--- src/rtl/mem_arb_pkg.sv ---
// mem_arb_pkg: shared FSM state type and constants for mem_port_arbiter.
package mem_arb_pkg;
  typedef enum logic [1:0] {IDLE, IF_BUSY, DM_BUSY} arb_state_t;
  localparam logic [3:0] FULL_MASK = 4'b1111;
endpackage

--- src/rtl/arb_grant.sv ---
// arb_grant: two-way fetch/data grant with priority pointer (round robin under MEM_ARB_ROUND_ROBIN_EN).
module arb_grant (
  input  logic clk,
  input  logic rst,
  input  logic en,
  input  logic if_req,
  input  logic dm_req,
  output logic gnt_if,
  output logic gnt_dm
);
  logic ptr;
  // ptr=0 favours DM on a tie; in fixed mode it never leaves DM.
  assign gnt_dm = dm_req & (~if_req | ~ptr);
  assign gnt_if = if_req & ~gnt_dm;
  always_ff @(posedge clk)
`ifdef MEM_ARB_ROUND_ROBIN_EN
    ptr <= rst ? 1'b0 : (en & (gnt_dm | gnt_if)) ? gnt_dm : ptr;
`else
    ptr <= 1'b0;
`endif
endmodule

--- src/rtl/mem_port_arbiter.sv ---
// mem_port_arbiter: shares one memory port between fetch and load/store, one transaction outstanding.
// Round-robin tie breaking is enabled by defining MEM_ARB_ROUND_ROBIN_EN.
module mem_port_arbiter
  import mem_arb_pkg::*;
#(
  parameter int ADDRESS = 32,
  parameter int DATA    = 32
) (
  input  logic               clk,
  input  logic               rst,
  input  logic               if_request,
  input  logic [ADDRESS-1:0] if_addr,
  output logic               if_valid,
  output logic [DATA-1:0]    if_rdata,
  output logic               if_stall,
  input  logic               dm_request,
  input  logic               dm_we_re,
  input  logic [3:0]         dm_mask,
  input  logic [ADDRESS-1:0] dm_addr,
  input  logic [DATA-1:0]    dm_wdata,
  output logic               dm_valid,
  output logic [DATA-1:0]    dm_rdata,
  output logic               mem_request,
  output logic               mem_we_re,
  output logic [3:0]         mem_mask,
  output logic [ADDRESS-1:0] mem_addr,
  output logic [DATA-1:0]    mem_wdata,
  input  logic               mem_valid,
  input  logic [DATA-1:0]    mem_rdata
);
  arb_state_t state, next;
  logic gnt_if, gnt_dm, own_if, own_dm;
  arb_grant u_grant (
    .clk    (clk),
    .rst    (rst),
    .en     (state == IDLE),
    .if_req (if_request),
    .dm_req (dm_request),
    .gnt_if (gnt_if),
    .gnt_dm (gnt_dm)
  );
  always_ff @(posedge clk)
    state <= rst ? IDLE : next;
  // Ownership is masked by rst so a response arriving during reset never strobes.
  always_comb begin
    next        = (state == IDLE) ? (gnt_dm ? DM_BUSY : gnt_if ? IF_BUSY : IDLE)
                                  : (mem_valid ? IDLE : state);
    own_if      = ~rst & (state == IF_BUSY);
    own_dm      = ~rst & (state == DM_BUSY);
    mem_request = own_if | own_dm;
    mem_we_re   = own_dm & dm_we_re;
    mem_mask    = own_dm ? dm_mask : own_if ? FULL_MASK : '0;
    mem_addr    = own_dm ? dm_addr : own_if ? if_addr : '0;
    mem_wdata   = own_dm ? dm_wdata : '0;
    if_valid    = own_if & mem_valid;
    dm_valid    = own_dm & mem_valid;
    if_rdata    = if_valid ? mem_rdata : '0;
    dm_rdata    = dm_valid ? mem_rdata : '0;
    if_stall    = ~rst & if_request & (state != IF_BUSY);
  end
endmodule

--- config.mk ---
export PLATFORM = sky130hd
export DESIGN_NAME = mem_port_arbiter
export DESIGN_NICKNAME = d
export VERILOG_FILES = /design/src/rtl/mem_arb_pkg.sv /design/src/rtl/arb_grant.sv /design/src/rtl/mem_port_arbiter.sv
export SDC_FILE = /design/constraint.sdc
export NUM_CORES = 1
export LEC_CHECK = 0
export CORE_AREA = 2 2 106 108
export DETAILED_ROUTE_END_ITERATION = 10
export DIE_AREA = 0 0 108 110
export DONT_BUFFER_PORTS = 1
export HOLD_SLACK_MARGIN = 0.15
export SKIP_LAST_GASP = 1
export SYNTH_ARGS = -nofsm -noshare
export SYNTH_HDL_FRONTEND = slang
export SYNTH_SLANG_ARGS = --single-unit
export TNS_END_PERCENT = 10
--- constraint.sdc ---
create_clock -name clk -period 1.7 [get_ports clk]
set_clock_uncertainty 0.2 [all_clocks]
set_input_delay 0.34 -clock clk [delete_from_list [all_inputs] [get_ports clk]]
set_output_delay 0.34 -clock clk [all_outputs]
set_load 0.05 [all_outputs]
== Word-level counts from Yosys, hierarchy flattened ==
Index checks and enable logic that the tools add are counted.
Widths: inputs -> output; s select.
Cells by class
  equal/unequal tests: 3
  multiplexer cells: 11
  bitwise logic cells: 11
  reduce and logical (&&, ||, !) cells: 2
Operators by type and width (count)
  $mux 32: 5
  $and 1x1->1: 8
  $mux 4: 2
  $mux 2: 3
  $eq 2x1->1 const B: 1
  $eq 2x2->1 const B: 1
  $logic_not 2->1: 1
  $ne 2x1->1 const B: 1
  $not 1->1: 2
  $reduce_bool 2->1: 1
  $mux 1: 1
  $or 1x1->1: 1
Word-level totals
  bits in registers: 2
  input port bits: 138
  output and inout bits: 137

== Longest topological paths before layout ==
Gate-level depths: netlist of the first run.
  word-level depth: 5
  depth in mapped cells: 5
  depth with buffers taken out: 2

== By module ==
Synthesis of the first run repeated with hierarchy kept, for this count alone.
Second synthesis, totals
  cell total of the unflattened synthesis: 258
  area, all modules: 1626.6 µm²
Modules (own cells, without submodules)
  mem_port_arbiter: instances 1, cells each 256, area each 1605.3 µm²
  arb_grant: instances 1, cells each 2, area each 21.3 µm²

== Least setup slack after synthesis of the first run ==
OpenSTA, ideal clock, no wires.
  path kind: input to output
  from: input port rst
  to: output port if_stall
  arrival: 1.874 ns
  required time: 1.160 ns
  setup slack: -0.714 ns
  cell stages on the path: 3
  cell sequence: buf_2 > clkbuf_1 > nor3b_1
Between the ends
  longest elaborated chain between the ends: 3
RTL lines
  from (decl): RTL line mem_port_arbiter.sv:10  | input logic rst,
  $not 1->1: RTL line mem_port_arbiter.sv:59  | if_stall = ~rst & if_request & (state != IF_BUSY);
  $and 1x1->1 (2 in a row): RTL line mem_port_arbiter.sv:59
  to (decl): RTL line mem_port_arbiter.sv:15  | output logic if_stall,
Every way passes these cells.

== Worst setup path after layout of the first run ==
  from: register state[0]
  to: output port dm_rdata[5]
Between the ends
  longest elaborated chain between the ends: 4
RTL lines
  from (decl): RTL line mem_port_arbiter.sv:31  | arb_state_t state, next;
  from (signal assigned): RTL line mem_port_arbiter.sv:43  | state <= rst ? IDLE : next;
  $eq 2x2->1: RTL line mem_port_arbiter.sv:49  | own_dm = ~rst & (state == DM_BUSY);
  $and 1x1->1: RTL line mem_port_arbiter.sv:49
  $and 1x1->1: RTL line mem_port_arbiter.sv:56  | dm_valid = own_dm & mem_valid;
  $mux 32: RTL line mem_port_arbiter.sv:58  | dm_rdata = dm_valid ? mem_rdata : '0;
  to (decl): RTL line mem_port_arbiter.sv:22  | output logic [DATA-1:0] dm_rdata,
Every way passes these cells.

==> impl_metrics.csv, run 1 <==
group,metric,value,unit
final_layout,antenna_cells,0,
logic_synthesis,synth_warnings,0,
worst_setup_path,path_max_fanout,17,
routing,wirelength,7842,um
die,core,10700,sq um
global_routing,grt_max_degree,67,
cts,cts.clk_slew.worst_paths,0.03,ns
routing,dr_total_vias,2142,
logic_synthesis,synthCells,255,
worst_setup_path,cp-start-kind,"register",
routing,dr.pass1.iters,4,
place,place_hpwl,6054,um
sta,grt_setup_unrepaired,"true",
logic_synthesis,netlist_top_cells_area,"nand3b_1 (31%), and3_1 (25%), and2_1 (13%)",
die,die-area,11880,sq um
logic_synthesis,syn_area_per_cell,6.403,sq um
sta,fin_ws,-0.2428,ns
logic_synthesis,synth_top_area_cell,"nand3b_1",
cts,post_cts_buffers,0,
logic_synthesis,synth_fp_nets,393,
place,place_congestion,0.7079,
cts,cts_buffer_depth,2,
cts,cts_tree,"built",
worst_setup_path,critPathKind,"register to primary output",
sta,hold-worst-slack,0.1599,ns
cts,clock_sink_count,2,
worst_setup_path,reg2reg_depth,3,
routing,drc,0,
final_layout,final_nets,444,
sta,timing.final.crit_share,114.3,%
worst_setup_path,crit_arrival,1.40,ns
cts,h-tree-depth,1,
power,powerDensity,321.9,nW/um^2
final_layout,drive_above_1_share,72.37,%
power,p_leak,0.001311,uW
final_layout,syn_to_final_growth,133.8,%
die,initial_utilization,15.26,%
global_routing,grt_pass1_vias,1984,
final_layout,reg_top3,"state x2",
sta,tightest_slew,0.2736,ns
logic_synthesis,synth_top_cell_area_share,31.26,%
sta,setup_viol,137,
final_layout,largest_register_ffs,2,
routing,routedWlPerCell,17.66,um
place,port_buffers,0,
sta,period_needed,1.943,ns
worst_setup_path,cp-end-kind,"primary output",
power,fin_total_pwr,1229,uW
final_layout,final_util,35.68,%
job,max_cap_violations,0,
die,placementRows,38,
worst_setup_path,crit_required,1.16,ns
logic_synthesis,synth_cell_types,20,
global_routing,antenna_found_initial,0,
logic_synthesis,synthesis.area,1633,sq um
die,die_x,108,um
global_routing,grt_first_pass_wirelength,10230,um
cts,numCtsBuffers,3,
cts,clock_latency,0.21,ns
cts,clockRootBuffer,"clkbuf_8",
global_routing,overflow,0,
run_status,outcome,"complete, but fails checks",
sta,maxSlewHeadroom,81.83,%
logic_synthesis,ys_ff_latch,2,
sta,hold_viol_final,0,
run_status,violations,"setup timing",
global_routing,grt_usage,10.84,%
routing,viasPerCell,4.824,
logic_synthesis,yosysSeqAreaShare,2.452,%
die,die_h,110,um
final_layout,fillers,1067,
sta,slew_violations,0,
power,irDropWorstVdd,156.7,uV
sta,fmax,514.7,MHz
die,io_pins,275,
min_path,hold_class,"input pin to register",
min_path,worstHoldPathCells,2,
routing,drt_iter0_markers,123,
final_layout,largest-register,"state",
routing,ant_nets,0,
## cells in the mapped netlist
cell type  number
nand3b_1       68
and3_1         64
a21oi_1        38
and2_1         35
clkbuf_1       21
buf_2          10
nand2b_1        3
buf_4           2
clkbuf_2        2
dfxtp_1         2
and2b_1         1
buf_1           1
buf_6           1
nor2b_2         1
nor2b_4         1
nor3b_1         1
nor3b_4         1
o21ba_2         1
or3b_2          1
or4b_1          1
## area by class of cell
class / instances / area [sq um] / share of cell area (%)
flip-flops and latches: 2 / 47.55 / 1.245
multi-input cells: 216 / 1951 / 51.10
repair buffers: 83 / 1603 / 41.99
well taps: 140 / 175.2 / 4.589
clock buffers: 3 / 41.29 / 1.082
## kinds of logic (layout without fill, tap and decap cells)
| group | Yosys count | after routing | synth area share (%) |
|---|---|---|---|
| DFF | 2 | 2 | 2.452 |
| and+or+nand+nor | 177 | 177 | 74.94 |
| buffers and inverters | 37 | 86 | 10.34 |
| AOI/OAI and AO/OA | 39 | 39 | 12.26 |
## worst paths after layout
check / startpoint / endpoint / slack [ns]
max reg2reg: state[1] / state[0] / 0.29
max: state[0] / dm_rdata[5] / -0.24
min: if_request / state[0] / 0.16
min reg2reg: state[0] / state[0] / 0.37
## layer usage
layer	global-route usage, %	up-vias	part of all wire [%]
li1	-	1004	-
met1	11.62	998	35
met2	21.20	136	56
met3	2.587	4	8.8
met4	2.747	0	0.78
met5	0	-	0
## critical path, stage by stage (launching register included)
cell and delay (ns):
dfxtp_4 0.37, and2b_4 0.30, buf_12 0.15, and3_2 0.35
## what timing repair did
action / CTS / global route
setup endpoints to repair: 137 / 137
resized for setup: 5 / 21
hold buffers: 3 / 0
pin swaps: 2 / 2
hold endpoints to repair: 2 / 0
gates cloned: 0 / 2
## placed cells by master (no fill, tap or decap), types with 3 or more instances in the layout
cell           instances
and3_4                36
nand3b_1              68
and3_1                 4
a21oi_2               20
and2_1                 3
dlygate4sd3_1          3
clkbuf_8               3
and2_2                30
a21oi_4               16
buf_12                74
and3_2                24
nand2b_1               3
## power breakdown
part           switching [uW]  internal, uW
Sequential               10.6          50.2
Clock                    39.0           150
Combinational             566           413
Total                     616           613
## through the flow
| step | setup WS [ns] | cells | TNS (ns) | area, sq um |
|---|---|---|---|---|
| after floorplan | -0.1181 | 255 | -8.784 | 2123 |
| after global placement | -0.06985 | 436 | -0.7158 | 3602 |
| after detailed placement | -0.09890 | 436 | -1.408 | 3602 |
| after CTS | -0.2497 | 442 | -26.93 | 3690 |
| after global routing | -0.2857 | 444 | -33.46 | 3817 |
| final | -0.2428 | 444 | -26.45 | 3817 |
Power figures use the tool's default switching activity.
==> run 2, diff against run 1 <==
--- a/config.mk
+++ b/config.mk
@@ -6,6 +6,7 @@
 export NUM_CORES = 1
 export LEC_CHECK = 0
 export CORE_AREA = 2 2 106 108
+export CTS_CLUSTER_DIAMETER = 50
 export DETAILED_ROUTE_END_ITERATION = 10
 export DIE_AREA = 0 0 108 110
 export DONT_BUFFER_PORTS = 1
==> results of run 2 <==
No change in the layout: final DEF, timing and power equal those of run 1.
